$ cat config.mk
export PLATFORM = sky130hd
export DESIGN_NAME = instr_fetch_unit
export DESIGN_NICKNAME = d
export VERILOG_FILES = /design/src/rtl/instr_fetch_unit.sv
export SDC_FILE = /design/constraint.sdc
export NUM_CORES = 1
export LEC_CHECK = 0
export CAP_MARGIN = 25
export CORE_ASPECT_RATIO = 1.25
export CORE_MARGIN = 2
export CORE_UTILIZATION = 48
export DETAILED_ROUTE_END_ITERATION = 8
export PLACE_DENSITY = 0.79
export RECOVER_POWER = 100
export SYNTH_ARGS = -nofsm -noshare
export SYNTH_HDL_FRONTEND = slang
export SYNTH_SLANG_ARGS = --single-unit
$ cat constraint.sdc
create_clock -name clk -period 4.6 [get_ports clk]
set_clock_uncertainty 0.15 [all_clocks]
set_input_delay 0.46 -clock clk [delete_from_list [all_inputs] [get_ports clk]]
set_output_delay 0.46 -clock clk [all_outputs]
set_load 0.005 [all_outputs]
$ cat src/rtl/instr_fetch_unit.sv
// Instruction fetch unit: drives the ROM from the fetch PC and queues words for decode.
// Define IFU_WFI_HALT_EN to stop fetching after a WFI word is enqueued.
module instr_fetch_unit #(
  parameter int unsigned L        = 32,
  parameter int unsigned DEPTH    = 2,
  parameter int unsigned RESET_PC = 0,
  localparam int unsigned AW      = $clog2(L)
) (
  input  logic          clk,
  input  logic          rst_n,
  output logic [AW-1:0] rom_addr,
  output logic          rom_oe,
  input  logic [31:0]   rom_data,
  input  logic          redirect_valid,
  input  logic [AW-1:0] redirect_pc,
  output logic          instr_valid,
  input  logic          instr_ready,
  output logic [31:0]   instr,
  output logic [AW-1:0] instr_pc,
  output logic          halted
);

  localparam int unsigned PW = $clog2(DEPTH);
  localparam int unsigned CW = PW + 1;

  logic [AW-1:0] fpc_q, fpc_d;
  logic [PW-1:0] rd_ptr_q, rd_ptr_d;
  logic [PW-1:0] wr_ptr_q, wr_ptr_d;
  logic [CW-1:0] count_q, count_d;
  logic [31:0]   data_q [DEPTH];
  logic [AW-1:0] pc_q   [DEPTH];

  logic empty, full, pop, push, fetch_en;

`ifdef IFU_WFI_HALT_EN
  localparam logic [31:0] WfiWord = 32'h1050_0073;

  typedef enum logic [0:0] {StFetch, StHalt} state_e;
  state_e state_q, state_d;

  always_comb begin
    state_d = state_q;
    if (redirect_valid) begin
      state_d = StFetch;
    end else if (push && (rom_data == WfiWord)) begin
      state_d = StHalt;
    end
  end

  always_ff @(posedge clk) begin
    if (!rst_n) begin
      state_q <= StFetch;
    end else begin
      state_q <= state_d;
    end
  end

  assign fetch_en = (state_q == StFetch);
  assign halted   = (state_q == StHalt);
`else
  assign fetch_en = 1'b1;
  assign halted   = 1'b0;
`endif

  assign empty = (count_q == '0);
  assign full  = (count_q == CW'(DEPTH));
  assign pop   = ~empty & instr_ready;
  // A full queue may still accept a word when the head leaves in the same cycle.
  assign push  = fetch_en & (~full | pop) & ~redirect_valid;

  assign rom_oe      = push & rst_n;
  assign rom_addr    = fpc_q;
  assign instr_valid = ~empty;
  assign instr       = empty ? '0 : data_q[rd_ptr_q];
  assign instr_pc    = empty ? '0 : pc_q[rd_ptr_q];

  always_comb begin
    fpc_d    = fpc_q;
    rd_ptr_d = rd_ptr_q;
    wr_ptr_d = wr_ptr_q;
    count_d  = count_q;
    if (redirect_valid) begin
      fpc_d    = redirect_pc;
      rd_ptr_d = '0;
      wr_ptr_d = '0;
      count_d  = '0;
    end else begin
      if (push) begin
        fpc_d    = (fpc_q == AW'(L - 1)) ? '0 : fpc_q + 1'b1;
        wr_ptr_d = wr_ptr_q + 1'b1;
      end
      if (pop) begin
        rd_ptr_d = rd_ptr_q + 1'b1;
      end
      count_d = count_q + {{PW{1'b0}}, push} - {{PW{1'b0}}, pop};
    end
  end

  always_ff @(posedge clk) begin
    if (!rst_n) begin
      fpc_q    <= AW'(RESET_PC);
      rd_ptr_q <= '0;
      wr_ptr_q <= '0;
      count_q  <= '0;
    end else begin
      fpc_q    <= fpc_d;
      rd_ptr_q <= rd_ptr_d;
      wr_ptr_q <= wr_ptr_d;
      count_q  <= count_d;
    end
  end

  // Queue storage needs no reset: entries are only visible while counted.
  always_ff @(posedge clk) begin
    if (push && rst_n) begin
      data_q[wr_ptr_q] <= rom_data;
      pc_q[wr_ptr_q]   <= fpc_q;
    end
  end

endmodule

==> results.json <==
{
  "status": "finished with violations",
  "violations": "capacitance limit, slew limit",
  "post_cts_buffers": 0,
  "clock_latency_ns": 0.34,
  "cp_slowest_stage_delay_ns": 1.11,
  "synth_most_common_cell": "edfxtp_1",
  "reg2regPathDepth": 3,
  "syn_avg_cell_area_sq_um": 15.2,
  "die_w_um": 78.6,
  "drv_slew": 88,
  "synth-edff-count": 74,
  "grt_max_degree": 39,
  "busiest_layer": "met2",
  "routed_wl_um": 6080,
  "grt_pass1_vias": 2030,
  "yosys.area.top_type": "edfxtp_1",
  "ir_drop_uv": 173,
  "synth_compound_area_share_pct": 1.95,
  "synthDistinctLibCells": 30,
  "cp_common_cell": "dlygate4sd3_1",
  "synthToLayoutAreaGrowth_pct": 33.7,
  "grt_util_met2_pct": 29.3,
  "die_area_sq_um": 7640,
  "antenna_found_initial": 2,
  "r2r_start": "count_q[1]",
  "gr-usage-met3_pct": 5.67,
  "synth-async-reset-ratio_pct": 0,
  "nNetsFinal": 351,
  "setup-violations-final": 0,
  "synthMuxAreaShare_pct": 11.7,
  "grt_overflow": 0,
  "grt_use_total_pct": 16.7,
  "post_cts_resized": 0,
  "required_ns": 3.99,
  "max_freq_mhz": 282,
  "num_rows": 34,
  "hold_end": "rd_ptr_q",
  "synthTopCellsByCount": "74 x edfxtp_1, 44 x nor2_1, 39 x mux2i_1",
  "dp_cells": 385,
  "worstPathMaxFanout": 12,
  "ctsRootBufferMaster": "clkbuf_8",
  "synth_top_cells_by_area": "edfxtp_1 67%, mux2i_1 12%, dfxtp_1 6.0%",
  "maxCapViolations": 3,
  "end_kind": "primary output",
  "cts_tree": "done",
  "port-buffer-count": 84,
  "wl_per_cell_um": 15.1,
  "drc_errors": 0,
  "yosysWarnings": 0,
  "detailed_place_hpwl_um": 4240,
  "cp-start-kind": "primary input",
  "placed_cell_area_sq_um": 4290,
  "p_leak_nw": 1.63,
  "hold_depth": 2,
  "fin_cells": 402,
  "netlist.area_leader.share_pct": 66.6,
  "powerDensity_nw_per_um2": 339,
  "nFillCells": 530,
  "core_sq_um": 6850,
  "rrSetupSlack_ns": 1.47,
  "gp_congestion": 0.783,
  "min_path_type": "flop to flop",
  "cts_buffers": 9,
  "drive_above_1_share_pct": 7.40,
  "synthXorXnorAreaFrac_pct": 1.05,
  "period_share_pct": 77.1,
  "syn-cell-area_sq_um": 3340,
  "ant_nets": 0,
  "route.vias.total": 2024,
  "clockBufferDepth": 2,
  "synth_seq_cells": 84,
  "postCtsHoldBufs": 0,
  "critical_path.cell_chain": "dlygate4sd3_1 -> nor3b_1 -> nor2_1 -> dlygate4sd3_1",
  "synth_cells": 219,
  "die_h_um": 97.2,
  "yosysSeqAreaShare_pct": 72.6,
  "hold_ws_ns": 0.362,
  "final.setup.tns_ns": 0,
  "pin_count": 86,
  "tightest_slew_ns": 1.66,
  "hp-start": "rd_ptr_q",
  "start_util_pct": 48.7,
  "synth-simple-area-share_pct": 8.62,
  "vias_per_cell": 5.03,
  "r2r_end": "data_q[1][14]",
  "power.total_mw": 1.51,
  "grt_pass1_wl_um": 9570,
  "drtIter0Drc": 93,
  "final_core_util_pct": 65.1,
  "setup_ws_ns": 1.05,
  "synth-adder-area-share_pct": 1.50,
  "use_met1_pct": 18.3,
  "clkSlewWorstSetupHoldPaths_ns": 0.08,
  "drt-pass1-iter-count": 4,
  "finalInstanceArea_sq_um": 4460,
  "rsz0062_at_grt": "false",
  "worstSetupPathType": "primary input to primary output",
  "synth_top_family_by_area": "multiplexers",
  "finalHoldViolations": 0,
  "htreeDepth": 3,
  "slew_headroom_pct": -11.2,
  "slowest_stage": "nor3b_1",
  "clock_sinks": 84,
  "synthFlopType": "edfxtp_1",
  "pre_cts_ws_ns": 1.80,
  "critPathArrivalTime_ns": 2.94,
  "synth.net_count": 264,
  "period_needed_ns": 3.55
}
-- cells in the final DEF (no fill, tap or decap), drive strengths merged --
master         synthesis  layout
bufinv                 0       1
o2bb2ai                1       1
xor2                   3       3
clkbuf                 1      10
diode                  0       1
mux2i                 39      39
nor3                   2       2
o21ai                  3       3
conb                   1       1
clkinv                 0       5
xnor2                  1       1
or3                    1       1
buf                    9       2
a31oi                  3       3
clkdlybuf4s50          0       9
nor2                  44      44
nand3                  3       3
a21oi                  2       2
ha                     4       4
or2                    1       1
nor3b                  1       1
inv                    5       5
o31ai                  1       1
and2                   3       3
edfxtp                74      74
or4b                   1       1
nand2b                 1       1
dlygate4sd3            0      75
nor4                   1       1
and3                   2       2
nand2                  2       2
dfxtp                 10      10
-- flip-flops by register name, indices dropped and copies added (netlist names), named ones only --
signal    flops
count_q       2
data_q       64
pc_q         10
rd_ptr_q      1
rom_addr      5
wr_ptr_q      1
-- where the power goes --
| part | total (mW) | switching (mW) | internal [mW] |
|---|---|---|---|
| logic | 0.144 | 0.0644 | 0.0801 |
| registers | 0.873 | 0.0143 | 0.858 |
| clock network | 0.494 | 0.243 | 0.251 |
| total | 1.51 | 0.322 | 1.19 |
-- critical path: cells and delay by family --
family,cells,cell delay (ns)
and+or+nand+nor,2,1.27
buffers and inverters,2,1.20
-- layout make-up --
type	count	area [sq um]	share of cell area (%)
Antenna cell	1	2.50	0.0561
Clock buffer	10	128	2.86
Clock inverter	6	65.1	1.46
Inverter	5	18.8	0.421
Multi-Input combinational cell	120	823	18.5
Sequential cell	84	2420	54.3
Tap cell	90	113	2.52
Timing Repair Buffer	86	888	19.9
-- cell families (layout without fill, tap and decap cells) --
kind of cell / count (synthesis) / count (layout)
DFF: 84 / 84
and+or+nand+nor: 62 / 62
muxes: 39 / 39
buffers and inverters: 15 / 107
AOI/OAI and AO/OA: 10 / 10
adders and majority gates: 4 / 4
xor gates and xnor gates: 4 / 4
other: 1 / 2
-- per-layer routing --
layer  vias to the layer above  routed length [um]
li1                        973                   -
met5                         -                  11
met1                       979                2430
met3                        12                 289
met2                        58                3210
met4                         2                 135
-- how the worst max path moves through the flow --
stage                        start            end  slack (ns)  cells after the start
floorplan           redirect_valid   data_q[0][0]        0.74                      2
global placement    redirect_valid  data_q[0][21]        1.87                      4
detailed placement  redirect_valid  data_q[0][16]        1.80                      4
CTS                           flop      instr[13]        1.81                      4
global route           instr_ready         rom_oe        0.86                      4
finish                 instr_ready         rom_oe        1.05                      4
Power figures use the tool's default switching activity.
